## src/rtl/key_accumulator_if.sv

```systemverilog
// Pushbutton/switch inputs and accumulator outputs of key_accumulator.
// master: board-side driver of the raw buttons and switches.
// slave:  the accumulator itself.
interface key_accumulator_if #(
    parameter int WIDTH   = 8,
    parameter int COUNT_W = 8
);
    logic               clear_n;
    logic               accum_n;
    logic [WIDTH-1:0]   sw;
    logic               mode_sub;
    logic               mode_sat;
    logic [WIDTH-1:0]   sum;
    logic               overflow;
    logic [COUNT_W-1:0] event_count;
    logic               accum_ack;

    modport master (
        output clear_n, accum_n, sw, mode_sub, mode_sat,
        input  sum, overflow, event_count, accum_ack
    );

    modport slave (
        input  clear_n, accum_n, sw, mode_sub, mode_sat,
        output sum, overflow, event_count, accum_ack
    );
endinterface

```

## src/rtl/key_accumulator.sv

```systemverilog
// Debounced pushbutton accumulator: two active-low buttons (clear, accumulate)
// are synchronized, debounced and press-detected; each accepted accumulate
// press adds or subtracts the switch value in wrap or saturate mode.

// Per-button synchronizer, debouncer and press detector.
// The debounce timer is a down-counter: it reloads to DEBOUNCE_CYCLES-1
// whenever the synchronized level agrees with the debounced level, and the
// level change is accepted when a mismatch is seen with the timer at zero.
// That accepts a change after exactly DEBOUNCE_CYCLES consecutive mismatching
// samples, the same as counting up to DEBOUNCE_CYCLES-1.
module key_accumulator_debounce #(
    parameter int DEBOUNCE_CYCLES = 500000
) (
    input  logic clk_sys_i,
    input  logic rst_i,
    input  logic raw_n_i,
    output logic press_o
);
    localparam int CNT_W = (DEBOUNCE_CYCLES > 1) ? $clog2(DEBOUNCE_CYCLES) : 1;
    localparam logic [CNT_W-1:0] RELOAD = CNT_W'(DEBOUNCE_CYCLES - 1);

    logic             s1_q;
    logic             s2_q;
    logic             db_q;
    logic             db_d;
    logic             db_dly_q;
    logic [CNT_W-1:0] cnt_q;
    logic [CNT_W-1:0] cnt_d;

    // Two-flop synchronizer; released (1) after reset.
    always_ff @(posedge clk_sys_i) begin
        if (rst_i) begin
            s1_q <= 1'b1;
            s2_q <= 1'b1;
        end else begin
            s1_q <= raw_n_i;
            s2_q <= s1_q;
        end
    end

    // Debounce timer: count down while the synchronized level disagrees.
    always_comb begin
        db_d  = db_q;
        cnt_d = RELOAD;
        if (s2_q != db_q) begin
            if (cnt_q == '0) begin
                db_d  = s2_q;
                cnt_d = RELOAD;
            end else begin
                cnt_d = cnt_q - 1'b1;
            end
        end
    end

    // Debounced level, timer and one-cycle delayed level for edge detect.
    always_ff @(posedge clk_sys_i) begin
        if (rst_i) begin
            db_q     <= 1'b1;
            cnt_q    <= RELOAD;
            db_dly_q <= 1'b1;
        end else begin
            db_q     <= db_d;
            cnt_q    <= cnt_d;
            db_dly_q <= db_q;
        end
    end

    // Falling edge of the debounced level is a press; release is ignored.
    assign press_o = ~db_q & db_dly_q;
endmodule

module key_accumulator #(
    parameter int WIDTH           = 8,
    parameter int DEBOUNCE_CYCLES = 500000,
    parameter int COUNT_W         = 8
) (
    input  logic                clk_sys_i,
    input  logic                rst_i,
    key_accumulator_if.slave    bus
);
    logic               clear_evt;
    logic               accum_evt;
    logic [WIDTH-1:0]   sum_q;
    logic [WIDTH-1:0]   sum_d;
    logic               ovf_q;
    logic               ovf_d;
    logic [COUNT_W-1:0] count_q;
    logic [COUNT_W-1:0] count_d;
    logic               ack_q;
    logic               ack_d;
    logic [WIDTH:0]     add_r;
    logic [WIDTH:0]     sub_r;

    key_accumulator_debounce #(
        .DEBOUNCE_CYCLES (DEBOUNCE_CYCLES)
    ) u_db_clear (
        .clk_sys_i (clk_sys_i),
        .rst_i     (rst_i),
        .raw_n_i   (bus.clear_n),
        .press_o   (clear_evt)
    );

    key_accumulator_debounce #(
        .DEBOUNCE_CYCLES (DEBOUNCE_CYCLES)
    ) u_db_accum (
        .clk_sys_i (clk_sys_i),
        .rst_i     (rst_i),
        .raw_n_i   (bus.accum_n),
        .press_o   (accum_evt)
    );

    // One extra bit holds the carry (add) or borrow (sub).
    assign add_r = {1'b0, sum_q} + {1'b0, bus.sw};
    assign sub_r = {1'b0, sum_q} - {1'b0, bus.sw};

    // Next accumulator state; clear takes priority and drops a coincident accumulate.
    always_comb begin
        sum_d   = sum_q;
        ovf_d   = ovf_q;
        count_d = count_q;
        ack_d   = 1'b0;
        if (clear_evt) begin
            sum_d   = '0;
            ovf_d   = 1'b0;
            count_d = '0;
        end else if (accum_evt) begin
            ack_d   = 1'b1;
            count_d = count_q + 1'b1;
            if (!bus.mode_sub) begin
                sum_d = add_r[WIDTH-1:0];
                if (add_r[WIDTH]) begin
                    ovf_d = 1'b1;
                    if (bus.mode_sat) begin
                        sum_d = '1;
                    end
                end
            end else begin
                sum_d = sub_r[WIDTH-1:0];
                if (sub_r[WIDTH]) begin
                    ovf_d = 1'b1;
                    if (bus.mode_sat) begin
                        sum_d = '0;
                    end
                end
            end
        end
    end

    // Registered accumulator, sticky overflow, event counter and ack pulse.
    always_ff @(posedge clk_sys_i) begin
        if (rst_i) begin
            sum_q   <= '0;
            ovf_q   <= 1'b0;
            count_q <= '0;
            ack_q   <= 1'b0;
        end else begin
            sum_q   <= sum_d;
            ovf_q   <= ovf_d;
            count_q <= count_d;
            ack_q   <= ack_d;
        end
    end

    assign bus.sum         = sum_q;
    assign bus.overflow    = ovf_q;
    assign bus.event_count = count_q;
    assign bus.accum_ack   = ack_q;
endmodule

```

## src/flat_wrapper.sv

```systemverilog
// flat-port wrapper written by rule: the top's interface ports become plain ports
module key_accumulator_flat 
#(
    parameter int WIDTH           = 8,
    parameter int DEBOUNCE_CYCLES = 500000,
    parameter int COUNT_W         = 8
)
  (clk_sys_i, rst_i, bus_clear_n, bus_accum_n, bus_sw, bus_mode_sub, bus_mode_sat, bus_sum, bus_overflow, bus_event_count, bus_accum_ack);
  key_accumulator_if #(.WIDTH(WIDTH), .COUNT_W(COUNT_W)) bus_i ();
  input  logic clk_sys_i;
  input  logic rst_i;
  input wire logic [$bits(bus_i.clear_n)-1:0] bus_clear_n;
  input wire logic [$bits(bus_i.accum_n)-1:0] bus_accum_n;
  input wire logic [$bits(bus_i.sw)-1:0] bus_sw;
  input wire logic [$bits(bus_i.mode_sub)-1:0] bus_mode_sub;
  input wire logic [$bits(bus_i.mode_sat)-1:0] bus_mode_sat;
  output wire logic [$bits(bus_i.sum)-1:0] bus_sum;
  output wire logic [$bits(bus_i.overflow)-1:0] bus_overflow;
  output wire logic [$bits(bus_i.event_count)-1:0] bus_event_count;
  output wire logic [$bits(bus_i.accum_ack)-1:0] bus_accum_ack;
  assign bus_i.clear_n = bus_clear_n;
  assign bus_i.accum_n = bus_accum_n;
  assign bus_i.sw = bus_sw;
  assign bus_i.mode_sub = bus_mode_sub;
  assign bus_i.mode_sat = bus_mode_sat;
  assign bus_sum = bus_i.sum;
  assign bus_overflow = bus_i.overflow;
  assign bus_event_count = bus_i.event_count;
  assign bus_accum_ack = bus_i.accum_ack;
  key_accumulator #(.WIDTH(WIDTH), .DEBOUNCE_CYCLES(DEBOUNCE_CYCLES), .COUNT_W(COUNT_W)) u_core (.clk_sys_i(clk_sys_i), .rst_i(rst_i), .bus(bus_i));
endmodule
```

## config.mk

```make
export PLATFORM = sky130hd
export DESIGN_NAME = key_accumulator_flat
export DESIGN_NICKNAME = d
export VERILOG_FILES = /design/src/rtl/key_accumulator_if.sv /design/src/rtl/key_accumulator.sv /design/src/flat_wrapper.sv
export SDC_FILE = /design/constraint.sdc
export NUM_CORES = 1
export LEC_CHECK = 0
export CORE_ASPECT_RATIO = 1.2
export CORE_MARGIN = 5
export CORE_UTILIZATION = 30
export CTS_CLUSTER_SIZE = 16
export DETAILED_ROUTE_END_ITERATION = 7
export SYNTH_ARGS = -nofsm -noshare
export SYNTH_HDL_FRONTEND = slang
export SYNTH_HIERARCHICAL = 1
export SYNTH_SLANG_ARGS = --single-unit
```

## constraint.sdc

```tcl
create_clock -name clk_sys_i -period 6.4 [get_ports clk_sys_i]
set_input_delay 1.92 -clock clk_sys_i [delete_from_list [all_inputs] [get_ports clk_sys_i]]
set_output_delay 1.92 -clock clk_sys_i [all_outputs]
set_load 0.01 [all_outputs]
```

# Word level (Yosys, flattened, before mapping)
# Cells that the tools add are included.
# word_totals
ff_bits	64
output_inout_bits	18
elab_cells	46
# op_classes
n_addsub	5
eq_ne	3
n_mux	9
bitwise_logic	6
reduce_logical	9
# ops
op	n
$mux W8	5
$logic_not A19 Y1	2
$sub A19 B1 Y19 const B	2
$add A8 B8 Y9	1
$sub A8 B8 Y9	1
$add A8 B1 Y8 const B	1
$reduce_or A3 Y1	2
$mux W1	4
$not A1 Y1	4
$reduce_and A2 Y1	2
$reduce_and A3 Y1	1
$and A1 B1 Y1	2
$ne A1 B1 Y1	2
$ne A2 B1 Y1 const B	1
$reduce_bool A2 Y1	1
$reduce_or A2 Y1	1

# Longest topological paths before layout
# depth
ltp_word	4
ltp_mapped	9
depth_no_buf	9

# Modules after synthesis
# The synthesis kept the hierarchy.
# by_module_without_submodules
module	instances	cells_each	area_each_um2	seq_area_each_um2
key_accumulator_debounce	2	109	1053.5	460.4
key_accumulator	1	195	1554.0	360.3

# Worst setup path before layout
# No wires, ideal clock.
# synth_timing
path_type	input port to flip-flop
start	input port bus_sw[0]
end	register u_core.sum_q[3], in the netlist u_core/bus.sum[3]
setup_time_ns	0.074
t_arrival_ns	3.590
required_ns	6.326
path_slack_ns	2.736
cell_stages	8
path_buffers	0
cell_sequence	ha_1 -> inv_1 -> fa_1 -> or2_4 -> a221oi_4 -> o221ai_2 -> a211o_1 -> a31oi_1
# synth_via
elab_chain_len	4
elab_cells_between_ends	7
cone_classes	add/sub: 2; mux: 5
# synth_lines
element	line	rtl
start: declaration	flat_wrapper.sv:14	input wire logic [$bits(bus_i.sw)-1:0] bus_sw;
$add A8 B8 Y9 / $sub A8 B8 Y9 (equally long branches)	key_accumulator.sv:113, key_accumulator.sv:114	
$mux W8 (on tied branches)	key_accumulator.sv:133, key_accumulator.sv:141	
$mux W8 (on tied branches)	key_accumulator.sv:131, key_accumulator.sv:139	
$mux W8 *	key_accumulator.sv:129	if (!bus.mode_sub) begin
end signal: assignment	key_accumulator.sv:157	sum_q <= sum_d;
end: declaration	key_accumulator.sv:83	logic [WIDTH-1:0] sum_q;
# Mark *: on every way between the ends. The rest lies on a longest branch, timed or not.
# A chain may end at the register's enable or synchronous reset.

# Final worst setup path
# layout_timing
start	input port bus_sw[1]
end	register u_core.sum_q[3], in the netlist u_core/bus.sum[3]
# Same word-level chain as after synthesis.

==> run metrics <==
number of antenna violations at the first check in global routing=0; Post-CTS Hold Fix Bufs=0; area of placed instances=around 4000 µm²; VDD IR-drop max=144 µV; WS Path Type=in -> reg; Final Instance Area=4380 µm²; Post-Synthesis Cells=approximately 410; dpl hpwl=5.64 mm; Final Hold Vio Count=0; Max Cap Violations=0; DP Cell Count=594; largest net degree at the start of global routing=16; Netlist cell types=55; chip height=131 µm; Worst setup EP type=flip-flop; Initial Utilization=30.4%; Synth area leader=dfxtp_1; Seq/Total Area, Yosys=a little over a third; Layout area overhead=19.6%; TritonCTS clock tree=built; Antenna Cells=0; post-synthesis async set-or-reset flop share=0%; DRT iter0 DRCs=76; CTS Buf Count=9; FF+latch count, synth=64; htree depth=3; most area-consuming cells after synthesis=dfxtp_1 35%, ha_1 7.2%, xor2_1 6.2%; # IOs=32; fin crit period=4.01 ns; top_reg_cell synth=dfxtp_1; Critical Path AT=4.26 ns; Fin Setup TNS=0 ns; fmax=250 MHz; CP max FO=5; core area=between 10000 and 15000 µm²; Nets=481; CP startpoint kind=primary input; Port Buffers=31; worst hold slack=0.407 ns; via/cell ratio=4.81; Root Buffer=clkbuf_16; RSZ-0062 raised after global routing=no; residual DRC count=0; post-cts repair resize count=0; Post-synth EDFFs=0; status=finished clean; final wirelength=7.63 mm; YS warnings=6; worst slew pin tran=about 0.62 ns; antenna-violating nets left=0; Tcrit/Tclk final=62.6%; Leakage Power=1.60 nW; Final setup viols=0; Max Clock Skew=0.00520 ns; gr ovfl total=0; Worst-path clk slew=0.06 ns; die area=14500 µm²; Critical Path RT=6.66 ns; Routed wire per std cell=12.5 µm; die width=around 110 µm; clk buf depth=2; clk_lat worst skew=0.33 ns; Synth Net Count=450; power density over the cells=202 nW/µm²; Syn Area/Cell=8.86 µm²; fin. max-slew vios=0; count leader, synth=dfxtp_1; GP Congestion=0.866; post-synthesis instance area=approximately 3700 µm²; CTS Sinks=64; share of the synthesized area in the top cell type=roughly a third; worst hold path type=reg -> reg; post-CTS setup buffers=0; gr usage total=10.6%; via count=2937; max_slew headroom=between 50% and 60%; synth cell count leaders=64 x dfxtp_1, 47 x nor2_1, 36 x nand2_1, 26 x inv_1, 26 x xor2_1; row count=44; Non-Filler Instances=610; first-pass GRT wire length=12.6 mm; layout cells sized above 1=7.57%; Pre-antenna DRT Iters=4; FILL cells=1223; vias in the first global route=about 2800
==> metrics by stage <==
stage,setup slack (ns),util (%),power [mW]
floorplan,2.74,-,0.438
CTS,2.38,36.3,0.902
global placement,2.12,34.0,0.453
detailed placement,2.03,34.0,0.453
finish,2.39,36.3,0.884
global route,2.26,36.3,0.924
==> metal layers <==
metal  global-route usage [%]  share of wire [%]
met1                     12.3                 48
met2                     18.0                 46
met3                     3.41                3.9
met4                     4.78                1.7
met5                        0                  0
==> critical path, cell delays in order <==
cell and delay [ns]:
clkdlybuf4s50_1 0.54, inv_1 0.10, fa_1 0.47, or2_4 0.26, a221oi_4 0.31, o221ai_2 0.22
a211o_1 0.29, a31oi_1 0.15
==> path summary, 6_finish.rpt <==
kind / cells past startpoint / slack [ns] / from / endpoint
worst min-delay path: 1 / 0.41 / u_core/u_db_clear/s1_q$_SDFF_PP1_ / u_core/u_db_clear/s2_q$_SDFF_PP1_
worst max-delay path: 8 / 2.39 / bus_sw[1] / u_core/bus.sum[3]$_SDFFE_PP0P_
worst max register to register: 7 / 4.10 / u_core/bus.sum[1]$_SDFFE_PP0P_ / u_core/bus.sum[3]$_SDFFE_PP0P_
worst min register to register: 1 / 0.41 / u_core/u_db_clear/s1_q$_SDFF_PP1_ / u_core/u_db_clear/s2_q$_SDFF_PP1_
==> sequential cells by signal, summed over array words and instances (netlist names), 8 cells and up <==
register / cells
u_core/bus.event_count: 8
u_core/bus.sum: 8
u_core/u_db_accum/cnt_q: 19
u_core/u_db_clear/cnt_q: 19
==> report_power, final <==
group	total, mW	switching [mW]	internal (mW)
Combinational	0.0437	0.0240	0.0197
Sequential	0.401	0.000918	0.400
Clock	0.440	0.177	0.263
==> layout make-up <==
cell class / instances / area (µm²) / area share (%)
clock buffers: 10 / 229 / 5.23
clock inverters: 6 / 46.3 / 1.06
inverters: 27 / 101 / 2.31
multi-input cells: 310 / 2200 / 50.3
flip-flops and latches: 64 / 1280 / 29.3
well taps: 161 / 201 / 4.60
repair buffers: 32 / 318 / 7.26
==> cells by family (layout without fill, tap and decap cells) <==
family	Yosys count	in the layout	share of synthesized area (%)
xor+xnor	41	41	9.81
fa+ha+maj	23	23	8.27
simple gates	180	180	27.8
mux	4	4	1.09
flops	64	64	35.0
compound gates	62	62	13.2
buf+inv	39	75	4.89
==> placed cells by master, fill, tap and decap left out, types with 3 or more instances in the layout <==
master,netlist,final
clkinv_4,0,3
dfxtp_1,64,64
nor2b_1,8,8
mux2i_1,4,4
o31ai_1,7,7
nand3_1,14,14
ha_1,21,21
clkbuf_16,0,9
nand4b_1,3,3
xnor2_1,15,15
nor4_4,4,4
nand4_1,11,11
o211ai_1,4,4
clkdlybuf4s50_1,0,31
inv_1,26,26
nor2_1,47,47
a21oi_1,14,14
xor2_1,26,26
or3_1,7,7
or2_2,5,5
o21ai_0,13,13
nand2_1,36,36
nor4_1,9,9
nand2b_1,9,9
o21a_1,3,3
nor3_1,11,11
(Power assumes the default switching activity.)
